**config.mk**
```make
export PLATFORM = sky130hd
export DESIGN_NAME = gray_to_video_fmt
export DESIGN_NICKNAME = d
export VERILOG_FILES = /design/src/rtl/gray_fmt_pkg.sv /design/src/rtl/axis_skid_buffer.sv /design/src/rtl/gray_to_video_fmt.sv
export SDC_FILE = /design/constraint.sdc
export NUM_CORES = 1
export LEC_CHECK = 0
export BUFFER_PORTS_ARGS = -buffer_cell sky130_fd_sc_hd__buf_2
export CAP_MARGIN = 20
export CORE_ASPECT_RATIO = 2
export CORE_MARGIN = 2
export CORE_UTILIZATION = 52
export CTS_BUF_LIST = sky130_fd_sc_hd__clkbuf_4 sky130_fd_sc_hd__clkbuf_8
export DETAILED_ROUTE_END_ITERATION = 10
export PLACE_DENSITY = 0.8
export SYNTH_ARGS = -nofsm -noshare
export SYNTH_HDL_FRONTEND = slang
export SYNTH_HIERARCHICAL = 1
export SYNTH_SLANG_ARGS = --single-unit
export TNS_END_PERCENT = 5
```
**constraint.sdc**
```tcl
create_clock -name aclk -period 2.3 [get_ports aclk]
set_input_delay 0.115 -clock aclk [delete_from_list [all_inputs] [get_ports aclk]]
set_output_delay 0.115 -clock aclk [all_outputs]
set_load 0.02 [all_outputs]
```
**src/rtl/gray_fmt_pkg.sv**
```systemverilog
// Shared types and the per-pixel formatter for the grey-to-video path.
// Widths are bounded by MaxDw/MaxPpc; callers pass their actual geometry.
package gray_fmt_pkg;

    typedef enum logic [1:0] {
        FMT_YUV422,
        FMT_YUV444,
        FMT_RGB,
        FMT_RSVD
    } fmt_mode_t;

    localparam int unsigned MaxDw  = 16;
    localparam int unsigned MaxPpc = 16;

    typedef logic [MaxDw*MaxPpc-1:0]   gray_word_t;
    typedef logic [3*MaxDw*MaxPpc-1:0] fmt_word_t;

    // Bit-level loops keep the part-select widths constant for any dw/ppc.
    function automatic fmt_word_t fmt_pixels(input fmt_mode_t        mode,
                                             input gray_word_t       data,
                                             input int unsigned      dw,
                                             input int unsigned      ppc,
                                             input logic [MaxDw-1:0] cn);
        fmt_word_t res;
        logic      y;
        res = '0;
        for (int unsigned i = 0; i < MaxPpc; i++) begin
            for (int unsigned b = 0; b < MaxDw; b++) begin
                if (i < ppc && b < dw) begin
                    y = data[i*dw+b];
                    unique case (mode)
                        FMT_YUV444: begin
                            res[3*i*dw+b]        = y;
                            res[3*i*dw+dw+b]     = cn[b];
                            res[3*i*dw+2*dw+b]   = cn[b];
                        end
                        FMT_RGB: begin
                            res[3*i*dw+b]        = y;
                            res[3*i*dw+dw+b]     = y;
                            res[3*i*dw+2*dw+b]   = y;
                        end
                        default: begin
                            res[2*i*dw+b]        = y;
                            res[2*i*dw+dw+b]     = cn[b];
                        end
                    endcase
                end
            end
        end
        return res;
    endfunction

endpackage

```
**src/rtl/axis_skid_buffer.sv**
```systemverilog
// AXI4-Stream register slice: output register plus one skid entry, with a
// registered ready so no combinational path runs from out_ready_i to in_ready_o.
module axis_skid_buffer #(
    parameter int unsigned Width = 8
) (
    input  logic             clk_i,
    input  logic             rst_ni,
    input  logic             in_valid_i,
    input  logic [Width-1:0] in_data_i,
    output logic             in_ready_o,
    output logic             out_valid_o,
    output logic [Width-1:0] out_data_o,
    input  logic             out_ready_i
);

    logic             out_valid_q, out_valid_d;
    logic [Width-1:0] out_data_q, out_data_d;
    logic             skid_valid_q, skid_valid_d;
    logic [Width-1:0] skid_data_q, skid_data_d;
    logic             in_ready_q, in_ready_d;
    logic             out_free, in_fire;

    always_comb begin
        out_free     = !out_valid_q || out_ready_i;
        in_fire      = in_valid_i && in_ready_q;
        out_valid_d  = out_valid_q;
        out_data_d   = out_data_q;
        skid_valid_d = skid_valid_q;
        skid_data_d  = skid_data_q;
        if (out_free) begin
            if (skid_valid_q) begin
                out_valid_d  = 1'b1;
                out_data_d   = skid_data_q;
                skid_valid_d = in_fire;
                if (in_fire) skid_data_d = in_data_i;
            end else begin
                out_valid_d = in_fire;
                if (in_fire) out_data_d = in_data_i;
            end
        end else if (in_fire) begin
            // Output is stalled: park the new beat in the skid entry.
            skid_valid_d = 1'b1;
            skid_data_d  = in_data_i;
        end
        in_ready_d = !skid_valid_d;
    end

    always_ff @(posedge clk_i) begin
        if (!rst_ni) begin
            out_valid_q  <= 1'b0;
            out_data_q   <= '0;
            skid_valid_q <= 1'b0;
            skid_data_q  <= '0;
            in_ready_q   <= 1'b0;
        end else begin
            out_valid_q  <= out_valid_d;
            out_data_q   <= out_data_d;
            skid_valid_q <= skid_valid_d;
            skid_data_q  <= skid_data_d;
            in_ready_q   <= in_ready_d;
        end
    end

    assign in_ready_o  = in_ready_q;
    assign out_valid_o = out_valid_q;
    assign out_data_o  = out_data_q;

endmodule

```
**src/rtl/gray_to_video_fmt.sv**
```systemverilog
// Registered greyscale-to-video formatter (YUV422 / YUV444 / RGB). Format is
// latched on each accepted start-of-frame beat and applied before buffering.
module gray_to_video_fmt
    import gray_fmt_pkg::*;
#(
    parameter int unsigned DATA_WIDTH     = 8,
    parameter int unsigned PPC            = 4,
    parameter int unsigned CHROMA_NEUTRAL = 2 ** (DATA_WIDTH - 1)
) (
    input  logic                           aclk,
    input  logic                           aresetn,
    input  logic [1:0]                     cfg_mode,
    input  logic                           s_axis_gray_tvalid,
    input  logic [DATA_WIDTH*PPC-1:0]      s_axis_gray_tdata,
    input  logic                           s_axis_gray_tuser,
    input  logic                           s_axis_gray_tlast,
    output logic                           s_axis_gray_tready,
    output logic [DATA_WIDTH*PPC*3-1:0]    m_axis_yuv_tdata,
    output logic                           m_axis_yuv_tvalid,
    output logic                           m_axis_yuv_tuser,
    output logic                           m_axis_yuv_tlast,
    input  logic                           m_axis_yuv_tready,
    output logic [1:0]                     active_mode
);

    localparam int unsigned GrayW    = DATA_WIDTH * PPC;
    localparam int unsigned OutW     = 3 * GrayW;
    localparam int unsigned PayloadW = OutW + 2;
    localparam logic [MaxDw-1:0] ChromaN = MaxDw'(CHROMA_NEUTRAL);

    if (PPC % 2 != 0) begin : g_ppc_odd
        $error("gray_to_video_fmt: PPC must be even");
    end
    if (DATA_WIDTH > MaxDw || PPC > MaxPpc) begin : g_too_wide
        $error("gray_to_video_fmt: DATA_WIDTH/PPC exceed gray_fmt_pkg limits");
    end

    fmt_mode_t             active_mode_q, active_mode_d;
    fmt_mode_t             beat_mode;
    gray_word_t            gray_ext;
    fmt_word_t             fmt_full;
    logic                  in_fire, sof_fire;
    logic [PayloadW-1:0]   in_payload, out_payload;

    always_comb begin
        in_fire   = s_axis_gray_tvalid && s_axis_gray_tready;
        sof_fire  = in_fire && s_axis_gray_tuser;
        // The SOF beat itself already uses the newly sampled mode.
        beat_mode = sof_fire ? fmt_mode_t'(cfg_mode) : active_mode_q;
        active_mode_d = beat_mode;
        gray_ext  = '0;
        gray_ext[GrayW-1:0] = s_axis_gray_tdata;
        fmt_full  = fmt_pixels(beat_mode, gray_ext, DATA_WIDTH, PPC, ChromaN);
        in_payload = {s_axis_gray_tuser, s_axis_gray_tlast, fmt_full[OutW-1:0]};
    end

    always_ff @(posedge aclk) begin
        if (!aresetn) begin
            active_mode_q <= FMT_YUV422;
        end else begin
            active_mode_q <= active_mode_d;
        end
    end

    axis_skid_buffer #(
        .Width (PayloadW)
    ) u_skid (
        .clk_i       (aclk),
        .rst_ni      (aresetn),
        .in_valid_i  (s_axis_gray_tvalid),
        .in_data_i   (in_payload),
        .in_ready_o  (s_axis_gray_tready),
        .out_valid_o (m_axis_yuv_tvalid),
        .out_data_o  (out_payload),
        .out_ready_i (m_axis_yuv_tready)
    );

    assign m_axis_yuv_tuser = out_payload[PayloadW-1];
    assign m_axis_yuv_tlast = out_payload[PayloadW-2];
    assign m_axis_yuv_tdata = out_payload[OutW-1:0];
    assign active_mode      = active_mode_q;

endmodule

```
==> flow_summary_export.csv <==
group,metric,value,unit
route,final_antenna_net_count,0,
critical_path,endpoint_required_time_on_the_critical_path,2730,ps
critical_path,crit_chain,"nand3_1, mux2_2, ha_4, buf_12, mux2_2, mux2i_1, nand3_1, o211a_1",
finish,top_library_cells_by_usage_in_the_layout_fill_and_taps_aside,"201 x sky130_fd_sc_hd__nand2_1, 200 x sky130_fd_sc_hd__mux2i_1, 199 x sky130_fd_sc_hd__dfxtp_1",
power,combinationalPowerShare,14.2,%
grt,grt_max_degree,100,
yosys,yosys.cell_types.count,26,
finish,layout-drive-gt1-share,23.6,%
min_path,hold_path.class,"in -> reg",
yosys,sequential_area_share_after_synthesis,42.3,%
yosys,mean_instance_size_in_the_synthesized_netlist,9.67,sq um
critical_path,reg2reg_from,"u_skid/in_ready_o",
floorplan,dieArea,19500,sq um
sta,setup_violations,0,
place,dp_hpwl,15300,um
cts,cts_htree_levels,1,
critical_path,crit_end_category,"flop",
cts,cts_root_buffer,"sky130_fd_sc_hd__clkbuf_8",
sta,hold_viol_final,0,
route,detail_route.wl_per_cell,17.7,um
power,netSwitchingPower,2080,uW
grt,antenna_violations_before_repair,0,
cts,cts_inserted_buffers,28,
yosys,synth-warning-count,6,
critical_path,crit_type,"reg -> reg",
finish,layout.cells.most_common,"sky130_fd_sc_hd__nand2_1",
min_path,holdCritStartpoint,"s_axis_gray_tdata[30]",
floorplan,die-height,195,um
yosys,synth_seq_cells,201,
yosys,postSynth.asyncResetShare,0,%
critical_path,worstRegToRegCells,8,
finish,syn2layout_area_growth,17.5,%
critical_path,critical_path.startpoint,"u_skid/in_ready_o",
power,cellPowerDensity,705,nW/um^2
route,vias,7593,
power,clock_power_share,38.9,%
floorplan,boundaryPins,142,
power,intPower,5800,uW
sta,fin_crit,2160,ps
yosys,syn-instance-count,984,
critical_path,timing.critical_path.from_type,"flop",
cts,clock-sinks,201,
floorplan,floorplan.initialDensity,52.5,%
place,buffer_ports.inserted,141,
cts,max-clock-path-buffers,3,
sta,worstMarginPinSlew,818,ps
route,drt_drc_violations_left,0,
min_path,instance_count_along_the_most_critical_hold_path,4,
critical_path,ff2ff_setup_slack,140,ps
finish,fill_cells,1543,
power,total_power,7880,uW
finish,layout.nets,1146,
cts,worst_skew_pair.late_latency,550,ps
sta,clock_skew,17.0,ps
place,place_congestion,0.819,
finish,area_occupied_by_multi_input_gates,5010,sq um
route,detail_route.iter0.violations,330,
sta,max-slew-margin-rel,45.4,%
route,wirelength,23700,um
critical_path,timing.critical_path.max_delay_family,"multiplexers",
cts,clk_pin_slew,70,ps
critical_path,crit_path_top_delay_cell,"sky130_fd_sc_hd__mux2_2",
sta,timing.final.max_slew_violations,0,
grt,gr-usage-all-layers,23.7,%
finish,antenna-diode-count,0,
yosys,synthesis.area,9520,sq um
floorplan,placement_rows,70,
power,p_seq_share,46.9,%
yosys,synth_enable_flop_cells,0,
sta,grt_setup_unrepaired,"false",
floorplan,chipWidth,99.7,um
cts,cts_tree,"yes",
finish,final-seq-area,4030,sq um
critical_path,highest_net_fanout_along_the_worst_path,22,
finish,design_area,11200,sq um
grt,global_route_wire_length_before_repair,37600,um
yosys,synth-main-ff-cell,"sky130_fd_sc_hd__dfxtp_1",
critical_path,critPathMaxStageDelay,370,ps
grt,number_of_global_route_vias_before_repair,7477,
sta,tns_setup,0,ps
sta,min_period_over_period,93.9,%
cts,cts_post_setup_buffers_inserted,0,
job,maxCapViolCount,0,
min_path,timing.hold.worst_endpoint,"u_skid/skid_data_q[78]",
power,switching_share,26.4,%
run_status,status,"finished clean",
sta,timing.fmax,463,MHz
critical_path,worstPathBufferInverterCount,1,
critical_path,critical_path_arrival,2590,ps
route,routed_vias_inst,5.67,
route,drtPass1Iterations,5,
power,irDropWorstVdd,0.494,mV
yosys,postSynthNetCount,1026,
critical_path,rr_endpoint,"u_skid/out_data_o[34]",
power,power.leakage,0.00518,uW
place,placed_area,10300,sq um
grt,gr-total-overflow,0,
floorplan,core-area,18100,sq um
[timing repair]
item,in CTS,in global routing
hold buffers,19,1
hold endpoints to repair,29,1
gates resized for setup,0,2
setup endpoints to repair,0,8
[final cells by class]
class                      count  share of cell area [%]
sequential                   201                    36.0
clock inverter                10                    1.14
timing repair buffer         186                    11.2
multi-input combinational    687                    44.8
clock buffer                  40                    4.42
tap                          216                    2.42
[synth_stat cells, drive strengths merged (2+ instances only)]
cell / instances / area share (%)
nand2b: 4 / 0.26
nor2: 2 / 0.079
mux2i: 200 / 21
o211a: 99 / 10
dfxtp: 201 / 42
buf: 53 / 3.8
a21oi: 2 / 0.11
clkbuf: 43 / 1.7
nand3: 99 / 5.2
and3: 2 / 0.13
nand2: 201 / 7.9
mux2: 26 / 3.2
nor2b: 16 / 1.1
and2: 29 / 2.2
ha: 2 / 0.26
[logic make-up after synthesis]
family	after synthesis	synth area share [%]
AND/OR/NAND/NOR	354	17.0
flip-flops	201	42.3
adder cells (fa/ha/maj)	2	0.263
multiplexers	226	24.2
buffers and inverters	96	5.47
AO/OA/AOI/OAI	105	10.8
[flip-flops by register name (all words and copies together) (netlist names)]
| register | cells |
|---|---|
| u_skid/skid_valid_q | 1 |
| u_skid/skid_data_q | 98 |
| u_skid/out_valid_o | 1 |
| u_skid/in_ready_o | 1 |
| u_skid/out_data_o | 98 |
| active_mode | 2 |
[metal layers]
| layer | wire (um) | track usage, % |
|---|---|---|
| met3 | 903 | 3.01 |
| met5 | 0 | 0 |
| met2 | 12200 | 41.6 |
| met4 | 1190 | 12.6 |
| met1 | 9370 | 27.5 |
[power groups by stage]
| stage | registers (uW) | clock network [uW] | logic, uW |
|---|---|---|---|
| finish | 3700 | 3070 | 1120 |
| global route | 3710 | 3270 | 1210 |
| CTS | 3700 | 3130 | 1110 |
| detailed placement | 3780 | 0 | 1080 |
| global placement | 3770 | 0 | 1060 |
| floorplan | 3920 | 0 | 596 |
[worst max path at each step]
stage,cells past startpoint,endpoint,slack (ps)
final,8,u_skid/out_data_o[34],140
after global routing,9,u_skid/out_data_o[34],40
after CTS,8,u_skid/out_data_o[34],70
after detailed placement,8,u_skid/out_data_o[34],80
after global placement,10,u_skid/out_data_o[87],150
after floorplan,9,u_skid/out_data_o[31],100
[tightest hold or removal path, delay by kind of cell]
| family | cells | cell delay (ps) |
|---|---|---|
| multiplexers | 1 | 60 |
| AND/OR/NAND/NOR | 2 | 220 |
| buffers and inverters | 1 | 130 |
[metrics by stage]
step / setup WS (ps) / instances / hold slack (ps) / util (%)
2_1_floorplan: 100 / 984 / 257 / -
3_3_place_gp: 148 / 1269 / 382 / 57.0
3_5_place_dp: 84.2 / 1269 / 387 / 57.0
4_1_cts: 65.2 / 1338 / 2.98 / 61.5
5_1_grt: 42.9 / 1340 / 9.39 / 61.7
6_report: 141 / 1340 / 23.1 / 61.7
Note: power is estimated with default switching activity, not from simulation.
